`src/rtl/wb_arbiter.sv`:
```
// Round-robin write-back arbiter: NUM_FU producers into one register-file port.
// Optional one-entry output register enabled by defining WB_ARB_OUT_REG_EN.
module wb_arbiter #(
    parameter int NUM_FU      = 4,
    parameter int NUM_REG     = 8,
    parameter int REG_BIT     = 16,
    parameter int INST_ID_BIT = 8,
    parameter int REG_ID_BIT  = $clog2(NUM_REG),
    parameter int FU_ID_BIT   = $clog2(NUM_FU)
) (
    input  logic                          clk,
    input  logic                          rst_n,
    input  logic [NUM_FU-1:0]             fu_wb_vld,
    output logic [NUM_FU-1:0]             fu_wb_rdy,
    input  logic [NUM_FU*INST_ID_BIT-1:0] fu_wb_id,
    input  logic [NUM_FU*REG_ID_BIT-1:0]  fu_wb_reg_id,
    input  logic [NUM_FU*REG_BIT-1:0]     fu_wb_addr,
    input  logic [NUM_FU*REG_BIT-1:0]     fu_wb_val,
    output logic                          rf_wr_vld,
    input  logic                          rf_wr_rdy,
    output logic [INST_ID_BIT-1:0]        rf_wr_id,
    output logic [REG_ID_BIT-1:0]         rf_wr_reg_id,
    output logic [REG_BIT-1:0]            rf_wr_addr,
    output logic [REG_BIT-1:0]            rf_wr_val,
    output logic [FU_ID_BIT-1:0]          rf_wr_fu,
    output logic                          idle
);

    logic [FU_ID_BIT-1:0]   ptr;
    logic [FU_ID_BIT-1:0]   ptr_nxt;
    logic [FU_ID_BIT-1:0]   lock_idx;
    logic                   lock_vld;
    logic [FU_ID_BIT-1:0]   rr_idx;
    logic                   rr_found;
    logic [FU_ID_BIT-1:0]   cand_idx;
    int                     cand;
    logic [FU_ID_BIT-1:0]   g;
    logic                   grant_vld;
    logic                   accept;
    logic                   hs_fu;
    logic [INST_ID_BIT-1:0] sel_id;
    logic [REG_ID_BIT-1:0]  sel_reg_id;
    logic [REG_BIT-1:0]     sel_addr;
    logic [REG_BIT-1:0]     sel_val;

    // Cyclic search for the first valid FU starting at ptr.
    always_comb begin
        rr_found = 1'b0;
        rr_idx   = '0;
        cand     = 0;
        cand_idx = '0;
        for (int k = 0; k < NUM_FU; k++) begin
            cand     = (int'(ptr) + k) % NUM_FU;
            cand_idx = FU_ID_BIT'(cand);
            if (!rr_found && fu_wb_vld[cand_idx]) begin
                rr_found = 1'b1;
                rr_idx   = cand_idx;
            end
        end
    end

    // A held lock overrides the search; a withdrawn lock grants nothing.
    always_comb begin
        grant_vld = 1'b0;
        g         = rr_idx;
        if (!rst_n) begin
            grant_vld = 1'b0;
        end else if (lock_vld) begin
            g         = lock_idx;
            grant_vld = fu_wb_vld[lock_idx];
        end else begin
            grant_vld = rr_found;
        end
    end

    assign hs_fu   = grant_vld && accept;
    assign ptr_nxt = (g == FU_ID_BIT'(NUM_FU - 1)) ? '0 : g + 1'b1;

    assign sel_id     = fu_wb_id[int'(g)*INST_ID_BIT +: INST_ID_BIT];
    assign sel_reg_id = fu_wb_reg_id[int'(g)*REG_ID_BIT +: REG_ID_BIT];
    assign sel_addr   = fu_wb_addr[int'(g)*REG_BIT +: REG_BIT];
    assign sel_val    = fu_wb_val[int'(g)*REG_BIT +: REG_BIT];

    // Only the granted FU may see ready, and only when it is taken.
    always_comb begin
        fu_wb_rdy = '0;
        if (hs_fu) begin
            fu_wb_rdy[g] = 1'b1;
        end
    end

    // Pointer advances past the winner; lock holds a stalled grant.
    always_ff @(posedge clk or negedge rst_n) begin
        if (!rst_n) begin
            ptr      <= '0;
            lock_vld <= 1'b0;
            lock_idx <= '0;
        end else if (hs_fu) begin
            ptr      <= ptr_nxt;
            lock_vld <= 1'b0;
        end else if (grant_vld) begin
            lock_vld <= 1'b1;
            lock_idx <= g;
        end else begin
            lock_vld <= 1'b0;
        end
    end

`ifdef WB_ARB_OUT_REG_EN
    logic                   ent_vld;
    logic [INST_ID_BIT-1:0] ent_id;
    logic [REG_ID_BIT-1:0]  ent_reg_id;
    logic [REG_BIT-1:0]     ent_addr;
    logic [REG_BIT-1:0]     ent_val;
    logic [FU_ID_BIT-1:0]   ent_fu;

    assign accept = !ent_vld || rf_wr_rdy;

    // Output entry refills in the same cycle it drains.
    always_ff @(posedge clk or negedge rst_n) begin
        if (!rst_n) begin
            ent_vld    <= 1'b0;
            ent_id     <= '0;
            ent_reg_id <= '0;
            ent_addr   <= '0;
            ent_val    <= '0;
            ent_fu     <= '0;
        end else if (hs_fu) begin
            ent_vld    <= 1'b1;
            ent_id     <= sel_id;
            ent_reg_id <= sel_reg_id;
            ent_addr   <= sel_addr;
            ent_val    <= sel_val;
            ent_fu     <= g;
        end else if (rf_wr_rdy) begin
            ent_vld    <= 1'b0;
        end
    end

    assign rf_wr_vld    = ent_vld;
    assign rf_wr_id     = ent_vld ? ent_id : '0;
    assign rf_wr_reg_id = ent_vld ? ent_reg_id : '0;
    assign rf_wr_addr   = ent_vld ? ent_addr : '0;
    assign rf_wr_val    = ent_vld ? ent_val : '0;
    assign rf_wr_fu     = ent_vld ? ent_fu : '0;
    assign idle         = !rst_n ||
                          (!(|fu_wb_vld) && !lock_vld && !ent_vld);
`else
    assign accept = rf_wr_rdy;

    assign rf_wr_vld    = grant_vld;
    assign rf_wr_id     = grant_vld ? sel_id : '0;
    assign rf_wr_reg_id = grant_vld ? sel_reg_id : '0;
    assign rf_wr_addr   = grant_vld ? sel_addr : '0;
    assign rf_wr_val    = grant_vld ? sel_val : '0;
    assign rf_wr_fu     = grant_vld ? g : '0;
    assign idle         = !rst_n || (!(|fu_wb_vld) && !lock_vld);
`endif

endmodule

```
`config.mk`:
```
export PLATFORM = sky130hd
export DESIGN_NAME = wb_arbiter
export DESIGN_NICKNAME = d
export VERILOG_FILES = /design/src/rtl/wb_arbiter.sv
export SDC_FILE = /design/constraint.sdc
export NUM_CORES = 1
export LEC_CHECK = 0
export BUFFER_PORTS_ARGS = -buffer_cell sky130_fd_sc_hd__buf_2
export CAP_MARGIN = 10
export CORE_AREA = 2 2 90 92
export DETAILED_ROUTE_END_ITERATION = 8
export DIE_AREA = 0 0 92 94
export GPL_TIMING_DRIVEN = 0
export PLACE_DENSITY_LB_ADDON = 0.3
export SLEW_MARGIN = 20
export SYNTH_ARGS = -nofsm -noshare
export SYNTH_HDL_FRONTEND = slang
export SYNTH_SLANG_ARGS = --single-unit
```
`constraint.sdc`:
```
create_clock -name clk -period 4.1 [get_ports clk]
set_input_delay 0.41 -clock clk [delete_from_list [all_inputs] [get_ports clk]]
set_output_delay 0.41 -clock clk [all_outputs]
set_load 0.02 [all_outputs]
```
==> flow_metrics.py, run 1 <==
metrics = {
    "critical_path": {
        "reg2reg_from": "ptr[1]$_DFFE_PN0P_",
        "worst_setup_path_end_kind": "output port",
        "cp-startpoint": "ptr[1]$_DFFE_PN0P_",
        "worstSetupStartpointType": "flip-flop",
        "arrival_ns": 2.35,
        "critPathKind": "flip-flop to output port",
        "required_ns": 3.69,
        "cp_max_fo": 11,
    },
    "synth": {
        "synth-seq-area-share_pct": 6.64,
        "synth_largest_area_cell": "mux2i_1",
        "syn-num-nets": 384,
        "synth_top_area_share_pct": 46.2,
        "synth_seq_cells": 5,
        "ys_top_cells_by_count": "87 x mux2i_1, 36 x o22ai_1, 10 x buf_8",
        "synth_flop_cell": "dfrtp_1",
        "synth_edf_count": 0,
        "yosys.cell_count.top_type": "mux2i_1",
        "synth_area_leaders": "mux2i_1 46%, o22ai_1 12%, buf_8 8.0%",
        "synth.distinct_cells": 27,
        "netlist_area_mm2": 0.00188,
        "syn_area_per_cell_um2": 9.37,
        "async_reset_ff_share_pct": 100,
        "syn_inst": 201,
        "ys_warn_count": 0,
    },
    "cts": {
        "path_clk_slew_ns": 0.04,
        "cts.sinks": 5,
        "worstSkewPairLatency_ns": 0.22,
        "cts-resized-gates": 0,
        "holdBufCountCts": 0,
        "htreeDepth": 1,
        "cts_buffers": 3,
        "clock_path_buffers": 2,
        "cts_tree": "built",
        "cts_setup_buffers": 0,
        "clockRootBuffer": "clkbuf_8",
    },
    "cells_and_area": {
        "diodes": 0,
        "final_util_pct": 42.1,
        "multi_input_area_mm2": 0.00148,
        "synthToLayoutAreaGrowth_pct": 70.0,
        "nFillCells": 774,
        "seqCellArea_um2": 125,
        "drive_above_1_share_pct": 60.6,
        "nNetsFinal": 618,
        "final_cell_count_no_fill": 536,
    },
    "floorplan": {
        "die_h_um": 94,
        "die_w_um": 92,
        "initial_core_util_pct": 24.8,
        "dieArea_mm2": 0.00865,
        "rows": 32,
        "ios": 230,
        "core_area_mm2": 0.00761,
    },
    "pwr": {
        "ir_worst_vdd_uv": 387,
        "p_leak_nw": 1.91,
        "p_per_area_mw_per_mm2": 513,
    },
    "placed_design": {
        "io_buffers": 229,
        "gp_congestion": 0.819,
        "dp_hpwl_um": 6190,
        "place_inst": 532,
    },
    "global_route": {
        "overflow": 0,
        "antenna_found_initial": 0,
        "grt_pass1_wl_um": 11000,
        "grt_pass1_vias": 2454,
        "grtUsageTotal_pct": 15.0,
        "grt_max_degree": 12,
    },
    "drt": {
        "vias": 2552,
        "drt-vias-per-instance": 4.76,
        "wl_per_cell_um": 13.8,
        "wl_um": 7380,
        "drtAntennaViolNets": 0,
        "drtIter0Drc": 41,
        "drt_pass1_iterations": 4,
        "drcViolationCount": 0,
    },
    "timing": {
        "hold_viol": 0,
        "slew_viol_final": 0,
        "rsz0062_at_grt": "false",
        "fin_crit_sh_pct": 67.4,
        "setup_viol": 0,
        "tightest_slew_ns": 0.539,
        "timing.slew.headroom_pct": 63.9,
        "period_minus_slack_ns": 2.76,
        "fmax_mhz": 362,
        "setup_tns_ns": 0,
        "skew_ns": 0.00220,
        "holdWs_ns": 0.0390,
    },
    "hold_path": {
        "hold_class": "input port to async pin",
    },
    "flow_run": {
        "drv_cap": 0,
    },
    "status": {
        "status": "finished, final reports clean",
    },
}
power by group:
part / switching, mW / leakage [nW] / internal (mW)
clock network: 0.0241 / 0.0228 / 0.0668
logic: 0.772 / 1.83 / 0.691
registers: 0.0204 / 0.0585 / 0.0689
total: 0.817 / 1.91 / 0.827
cells in the final DEF (no fill, tap or decap), drive strengths merged:
cell type / netlist / final
ha: 4 / 4
o22ai: 43 / 43
o211ai: 1 / 1
nand2: 6 / 6
a31oi: 2 / 2
nor2: 6 / 6
nand2b: 2 / 2
mux2: 1 / 1
o311a: 1 / 1
a21oi: 5 / 5
clkbuf: 5 / 9
nand3: 1 / 1
and3: 5 / 5
mux4: 1 / 1
o21ai: 2 / 2
a32oi: 2 / 2
and2: 1 / 1
and2b: 1 / 1
mux2i: 87 / 87
nand3b: 1 / 1
inv: 5 / 5
buf: 14 / 243
dfrtp: 5 / 5
registers in the layout, indices dropped and copies added (netlist names):
| register | cells |
|---|---|
| lock_idx | 2 |
| ptr | 2 |
| lock_vld | 1 |
area by class of cell:
cell class	instances	area share, %
plain buffers	19	8.24
flip-flops and latches	5	3.91
well taps	102	3.98
repair buffers	229	35.8
inverters	5	0.586
multi-input cells	172	46.1
clock buffers	4	1.41
per-layer routing:
| layer | wire [um] | vias up | track usage, % |
|---|---|---|---|
| li1 | - | 1255 | - |
| met1 | 2830 | 1172 | 16.6 |
| met2 | 3950 | 125 | 31.1 |
| met3 | 598 | 0 | 2.41 |
| met4 | 0 | 0 | 0.871 |
| met5 | 0 | - | 0 |
kinds of logic (layout without fill, tap and decap cells):
| family | count (synthesis) | after routing | share of synthesized area, % |
|---|---|---|---|
| AO/OA/AOI/OAI | 56 | 56 | 21.0 |
| adder cells (fa/ha/maj) | 4 | 4 | 2.66 |
| buffers and inverters | 24 | 257 | 15.0 |
| flip-flops | 5 | 5 | 6.64 |
| multiplexers | 89 | 89 | 48.0 |
| AND/OR/NAND/NOR | 23 | 23 | 6.71 |
critical path, cell delays in order, from the launching register on:
cell and delay, ns:
dfrtp_1 0.41, nand2_1 0.10, nor2_1 0.05, o311a_1 0.33, a32oi_1 0.20, buf_6 0.23, buf_6 0.19, inv_1 0.10
ha_1 0.20, and3_1 0.16, buf_2 0.15
final timing paths:
path / end / slack (ns) / cells after the start
min in group clk: lock_vld$_DFF_PN0_ / 0.48 / 2
max: fu_wb_rdy[3] / 1.34 / 10
max reg2reg: ptr[1]$_DFFE_PN0P_ / 1.79 / 9
max in group asynchronous: lock_idx[0]$_DFFE_PN0P_ / 3.87 / 1
min: ptr[0]$_DFFE_PN0P_ / 0.04 / 1
min reg2reg: lock_idx[1]$_DFFE_PN0P_ / 0.57 / 2
through the flow:
step / power (mW) / worst slack [ns] / area, um^2
after detailed placement: 1.57 / 1.45 / 3160
after global placement: 1.55 / 1.47 / 3160
after floorplan: 1.19 / 1.84 / 1880
after global routing: 1.76 / 1.23 / 3200
after CTS: 1.66 / 1.32 / 3200
final: 1.64 / 1.34 / 3200
No activity file was read; power rests on OpenSTA's default activity.
==> run 2: changes to the inputs <==
- clock period: 4.1 -> 2.58 ns (I/O delays scaled with it)
==> run 2 against run 1 <==
Cell area up 6.5%. Global-route usage up 0.14 points. Worst setup slack worse by 1.3 ns. Flip-flop and latch count unchanged. Non-clock buffer count up 8. Critical path depth unchanged. First-iteration DRC count down 15%. Critical path type unchanged. Die area unchanged. Largest power group unchanged. Sequential power up 62%. Sequential share of layout area down 0.20 points. Wire length up 4.2%. Register-to-register slack worse by 1.4 ns.
==> flow_metrics.py, run 2 (same netlist as run 1, synthesis figures left out) <==
metrics = {
    "status": {
        "status": "finished, final reports clean",
    },
    "hold_path": {
        "min-delay-start": "rf_wr_rdy",
        "hold_class": "input port to flip-flop",
    },
    "global_route": {
        "use_met3_pct": 2.41,
        "grt_use_met1_pct": 17.2,
        "grt_busiest_layer": "met2",
        "grt_max_degree": 12,
        "overflow": 0,
        "use_met2_pct": 30.8,
        "grt_pass1_vias": 2458,
        "grtUsageTotal_pct": 15.2,
        "antenna_found_initial": 0,
        "grt_pass1_wl_um": 11000,
    },
    "critical_path": {
        "arrival_ns": 2.28,
        "reg2reg_from": "ptr[1]$_DFFE_PN0P_",
        "cp-startpoint": "ptr[1]$_DFFE_PN0P_",
        "required_ns": 2.32,
        "worstSetupStartpointType": "flip-flop",
        "worst_setup_path_end_kind": "output port",
        "cp_max_fo": 11,
        "critPathKind": "flip-flop to output port",
    },
    "timing": {
        "period_minus_slack_ns": 2.54,
        "rsz0062_at_grt": "true",
        "timing.slew.headroom_pct": 76.6,
        "skew_ns": 0.00224,
        "setup_tns_ns": 0,
        "hold_viol": 0,
        "tightest_slew_ns": 0.350,
        "fmax_mhz": 393,
        "slew_viol_final": 0,
        "setup_viol": 0,
        "fin_crit_sh_pct": 98.5,
    },
    "placed_design": {
        "io_buffers": 229,
        "place_area_mm2": 0.00316,
        "place_inst": 532,
        "gp_congestion": 0.819,
        "dp_hpwl_um": 6190,
    },
    "cells_and_area": {
        "nNetsFinal": 626,
        "synthToLayoutAreaGrowth_pct": 81.0,
        "final_util_pct": 44.8,
        "final_cell_count_no_fill": 544,
        "reg.largest.list": "lock_idx x2, ptr x2, lock_vld x1",
        "stdcell_area_mm2": 0.00341,
        "layout_common_cells": "221 x buf_2, 85 x mux2i_1, 35 x o22ai_1",
        "diodes": 0,
        "drive_above_1_share_pct": 63.3,
        "final_common_cell": "buf_2",
    },
    "pwr": {
        "power_mw": 2.90,
        "p_per_area_mw_per_mm2": 852,
        "ir_worst_vdd_uv": 614,
        "p_leak_nw": 1.99,
    },
    "flow_run": {
        "drv_cap": 0,
    },
    "floorplan": {
        "die_w_um": 92,
        "core_area_mm2": 0.00761,
        "ios": 230,
        "die_h_um": 94,
        "initial_core_util_pct": 24.8,
        "rows": 32,
        "dieArea_mm2": 0.00865,
    },
    "cts": {
        "worstSkewPairLatency_ns": 0.22,
        "cts.sinks": 5,
        "cts_buffers": 3,
        "path_clk_slew_ns": 0.04,
        "clock_path_buffers": 2,
        "clockRootBuffer": "clkbuf_8",
        "htreeDepth": 1,
        "cts_tree": "built",
    },
    "drt": {
        "drt-vias-per-instance": 4.78,
        "vias": 2599,
        "wl_um": 7690,
        "drt_pass1_iterations": 6,
        "drtIter0Drc": 35,
        "drcViolationCount": 0,
        "wl_per_cell_um": 14.1,
        "drtAntennaViolNets": 0,
    },
}
run 2: timing repair:
| action | CTS | global route |
|---|---|---|
| gates cloned | 0 | 2 |
| endpoints found under the setup margin | 2 | 43 |
| gates resized for setup | 1 | 26 |
| hold endpoints to repair | 5 | 0 |
| setup buffers | 2 | 4 |
| hold buffers | 1 | 0 |
| pin swaps | 0 | 6 |
run 2: final timing paths:
path / cells after the start / endpoint / slack, ns
max: 10 / rf_wr_val[9] / 0.04
max in group asynchronous: 2 / ptr[1]$_DFFE_PN0P_ / 1.81
min in group asynchronous: 2 / ptr[0]$_DFFE_PN0P_ / 0.54
max reg2reg: 9 / ptr[1]$_DFFE_PN0P_ / 0.38
min: 2 / lock_vld$_DFF_PN0_ / 0.33
min reg2reg: 2 / lock_idx[1]$_DFFE_PN0P_ / 0.57
run 2: metrics by stage:
stage / hold WS (ns) / setup WS [ns]
global route: 0.356 / -0.0456
floorplan: -0.0376 / 0.489
detailed placement: 0.119 / 0.197
global placement: 0.113 / 0.226
finish: 0.330 / 0.0384
CTS: 0.322 / 0.00120
run 2: critical path, stage by stage (launching register included):
cell and delay (ns):
dfrtp_2 0.43, nand2_2 0.09, nor2_2 0.04, o311a_1 0.32
a32oi_1 0.19, buf_6 0.22, buf_12 0.16, buf_4 0.11
mux2i_1 0.23, o22ai_2 0.10, buf_2 0.16
run 2: routing by layer:
layer	up-vias	share of wire (%)
met1	1206	38
met3	0	7.8
met4	0	0
li1	1273	-
met2	120	54
met5	-	0
run 2: where the power goes:
part / total, mW / switching (mW) / internal, mW / leakage, nW
Sequential: 0.145 / 0.0338 / 0.111 / 0.0574
Clock: 0.144 / 0.0381 / 0.106 / 0.0228
Combinational: 2.62 / 1.29 / 1.32 / 1.91
run 2: layout make-up:
type	count	area, um^2
well taps	102	128
inverters	5	18.8
repair buffers	238	1290
multi-input cells	172	1530
clock buffers	4	45.0
flip-flops and latches	5	126
plain buffers	18	268
fillers	742	4200
==> run 3: changes to the inputs <==
- CELL_PAD_IN_SITES_DETAIL_PLACEMENT: unset -> 0
- CELL_PAD_IN_SITES_GLOBAL_PLACEMENT: unset -> 2
- CORE_AREA: 2 2 90 92 -> unset
- CORE_MARGIN: unset -> 2
- CORE_UTILIZATION: unset -> 15
- DIE_AREA: 0 0 92 94 -> unset
==> run 3 against run 2 <==
Critical endpoint is now rf_wr_addr[11]. Non-clock buffer count rose by 2. Global-route usage is 4.0 points lower. Total power grew 7.9%. Wire length grew 14%. Clock skew increased by 0.0013 ns. Clock power increased by 80%. Via count grew 0.50%. Hold slack got worse by 0.017 ns.
==> flow_metrics.py, run 3 (same netlist as run 1, synthesis figures left out) <==
metrics = {
    "global_route": {
        "grt_pass1_vias": 2519,
        "grt_pass1_wl_um": 12000,
        "grt_max_degree": 12,
        "overflow": 0,
        "antenna_found_initial": 0,
        "grtUsageTotal_pct": 11.1,
    },
    "critical_path": {
        "worstSetupStartpointType": "flip-flop",
        "reg2reg_to": "ptr[1]$_DFFE_PN0P_",
        "rr_worst_depth": 9,
        "slowest_stage": "dfrtp_1",
        "worst_setup_path_end_kind": "output port",
        "cp_max_fo": 10,
        "arrival_ns": 2.29,
        "r2r_setup_slack_ns": 0.35,
        "critPathMaxStageDelay_ns": 0.39,
        "cp_top_family": "compound AO/OA/AOI/OAI gates",
        "crit_buf_inv": 4,
        "critPathKind": "flip-flop to output port",
        "timing.critical_path.mode_cell": "buf_12",
        "crit_path_cell_trace": "nand2b_1 > a21oi_1 > o311a_1 > a32oi_2 > buf_12 > buf_12 > buf_12 > mux2i_1 > o22ai_1 > buf_2",
        "reg2reg_from": "ptr[1]$_DFFE_PN0P_",
        "required_ns": 2.32,
    },
    "cts": {
        "cts_buffers": 3,
        "htreeDepth": 1,
        "clock_path_buffers": 2,
        "cts_tree": "built",
        "clockRootBuffer": "clkbuf_16",
        "worstSkewPairLatency_ns": 0.23,
        "path_clk_slew_ns": 0.04,
        "cts.sinks": 5,
    },
    "flow_run": {
        "drv_cap": 0,
    },
    "floorplan": {
        "initial_core_util_pct": 15.5,
        "ios": 230,
        "die_w_um": 116,
        "dieArea_mm2": 0.0135,
        "rows": 40,
        "core_area_mm2": 0.0122,
        "die_h_um": 116,
    },
    "timing": {
        "fmax_mhz": 393,
        "hold_viol": 0,
        "skew_ns": 0.00352,
        "setup_ws_ns": 0.0328,
        "timing.slew.headroom_pct": 77.4,
        "setup_viol": 0,
        "tightest_slew_ns": 0.338,
        "fin_crit_sh_pct": 98.7,
        "slew_viol_final": 0,
        "period_minus_slack_ns": 2.55,
        "rsz0062_at_grt": "true",
    },
    "drt": {
        "vias": 2612,
        "wl_per_cell_um": 14.3,
        "drt-vias-per-instance": 4.27,
        "drcViolationCount": 0,
        "drtAntennaViolNets": 0,
        "drt_pass1_iterations": 4,
        "wl_um": 8770,
        "drtIter0Drc": 50,
    },
    "cells_and_area": {
        "layout_common_cells": "221 x buf_2, 80 x mux2i_1, 33 x o22ai_1",
        "nFillCells": 1302,
        "diodes": 0,
        "final_common_cell": "buf_2",
        "multi_input_area_mm2": 0.00158,
        "drive_above_1_share_pct": 64.0,
        "final_util_pct": 29.5,
        "seqCellArea_um2": 125,
        "nNetsFinal": 628,
        "reg.largest.list": "lock_idx x2, ptr x2, lock_vld x1",
        "synthToLayoutAreaGrowth_pct": 90.4,
    },
    "hold_path": {
        "hold_class": "input port to flip-flop",
        "min-delay-start": "rf_wr_rdy",
        "holdPathEnd": "lock_vld$_DFF_PN0_",
        "whs_path_depth": 2,
    },
    "pwr": {
        "ir_worst_vdd_uv": 336,
        "power_mw": 3.13,
        "p_leak_nw": 2.01,
        "p_per_area_mw_per_mm2": 873,
    },
    "placed_design": {
        "dp_slack_ns": 0.131,
        "gp_congestion": 0.731,
        "dp_hpwl_um": 7100,
        "io_buffers": 229,
    },
    "status": {
        "status": "finished, final reports clean",
    },
}
[run 3: changes by cell type in the layout (fill, tap and decap cells not counted), moves of 2 or more]
cell / change
buf_4: +4
mux2i_1: -5
buf_12: +3
mux2i_2: +3
o22ai_1: -2
clkbuf_8: -4
buf_6: -3
mux2i_4: +2
o22ai_2: +2
nand2_2: -2
clkbuf_16: +2
[run 3: worst max-delay path by stage]
| stage | startpoint | endpoint | cells past startpoint | slack [ns] |
|---|---|---|---|---|
| after global routing | ptr[1]$_DFFE_PN0P_ | rf_wr_addr[11] | 10 | -0.06 |
| after global placement | fu_wb_vld[3] | rf_wr_addr[9] | 8 | 0.12 |
| after floorplan | ptr[1]$_DFFE_PN0P_ | fu_wb_rdy[1] | 9 | 0.49 |
| after detailed placement | ptr[1]$_DFFE_PN0P_ | rf_wr_id[3] | 9 | 0.13 |
| final | ptr[1]$_DFFE_PN0P_ | rf_wr_addr[11] | 10 | 0.03 |
| after CTS | ptr[1]$_DFFE_PN0P_ | rf_wr_id[3] | 9 | -0.01 |
[run 3: per-layer routing]
| metal | track usage [%] | part of all wire (%) | vias to the layer above |
|---|---|---|---|
| met2 | 22.7 | 52 | 144 |
| met1 | 12.3 | 38 | 1176 |
| met3 | 1.94 | 8.7 | 6 |
| met5 | 0 | 0 | - |
| met4 | 0.794 | 0.31 | 0 |
| li1 | - | - | 1286 |
[run 3: area by class of cell]
type,instances,share of cell area (%)
clock buffers,4,2.20
well taps,168,5.86
inverters,5,0.523
flip-flops and latches,5,3.49
repair buffers,239,35.6
multi-input cells,172,43.9
plain buffers,19,8.44
[run 3: per-stage QoR]
stage | setup TNS [ns] | std cells | hold slack (ns) | cell area, um^2
after floorplan | 0 | 201 | -0.0376 | 1880
after global placement | 0 | 598 | 0.113 | 3240
after detailed placement | 0 | 598 | 0.112 | 3240
after CTS | -0.0169 | 607 | 0.312 | 3430
after global routing | -0.775 | 612 | 0.337 | 3590
final | 0 | 612 | 0.313 | 3590
[run 3: report_power, final]
| part | switching [mW] | internal [mW] | total [mW] | leakage, nW |
|---|---|---|---|---|
| Sequential | 0.0326 | 0.110 | 0.142 | 0.0585 |
| Clock | 0.0537 | 0.205 | 0.259 | 0.0382 |
| Combinational | 1.35 | 1.38 | 2.73 | 1.91 |
| Total | 1.44 | 1.69 | 3.13 | 2.01 |
[run 3: what timing repair did]
action	in CTS	in global routing
setup buffers	4	4
resized for setup	11	24
endpoints found under the setup margin	45	41
pin swaps	2	4
hold buffers	1	0
gates cloned	0	1
endpoints found under the hold margin	5	0
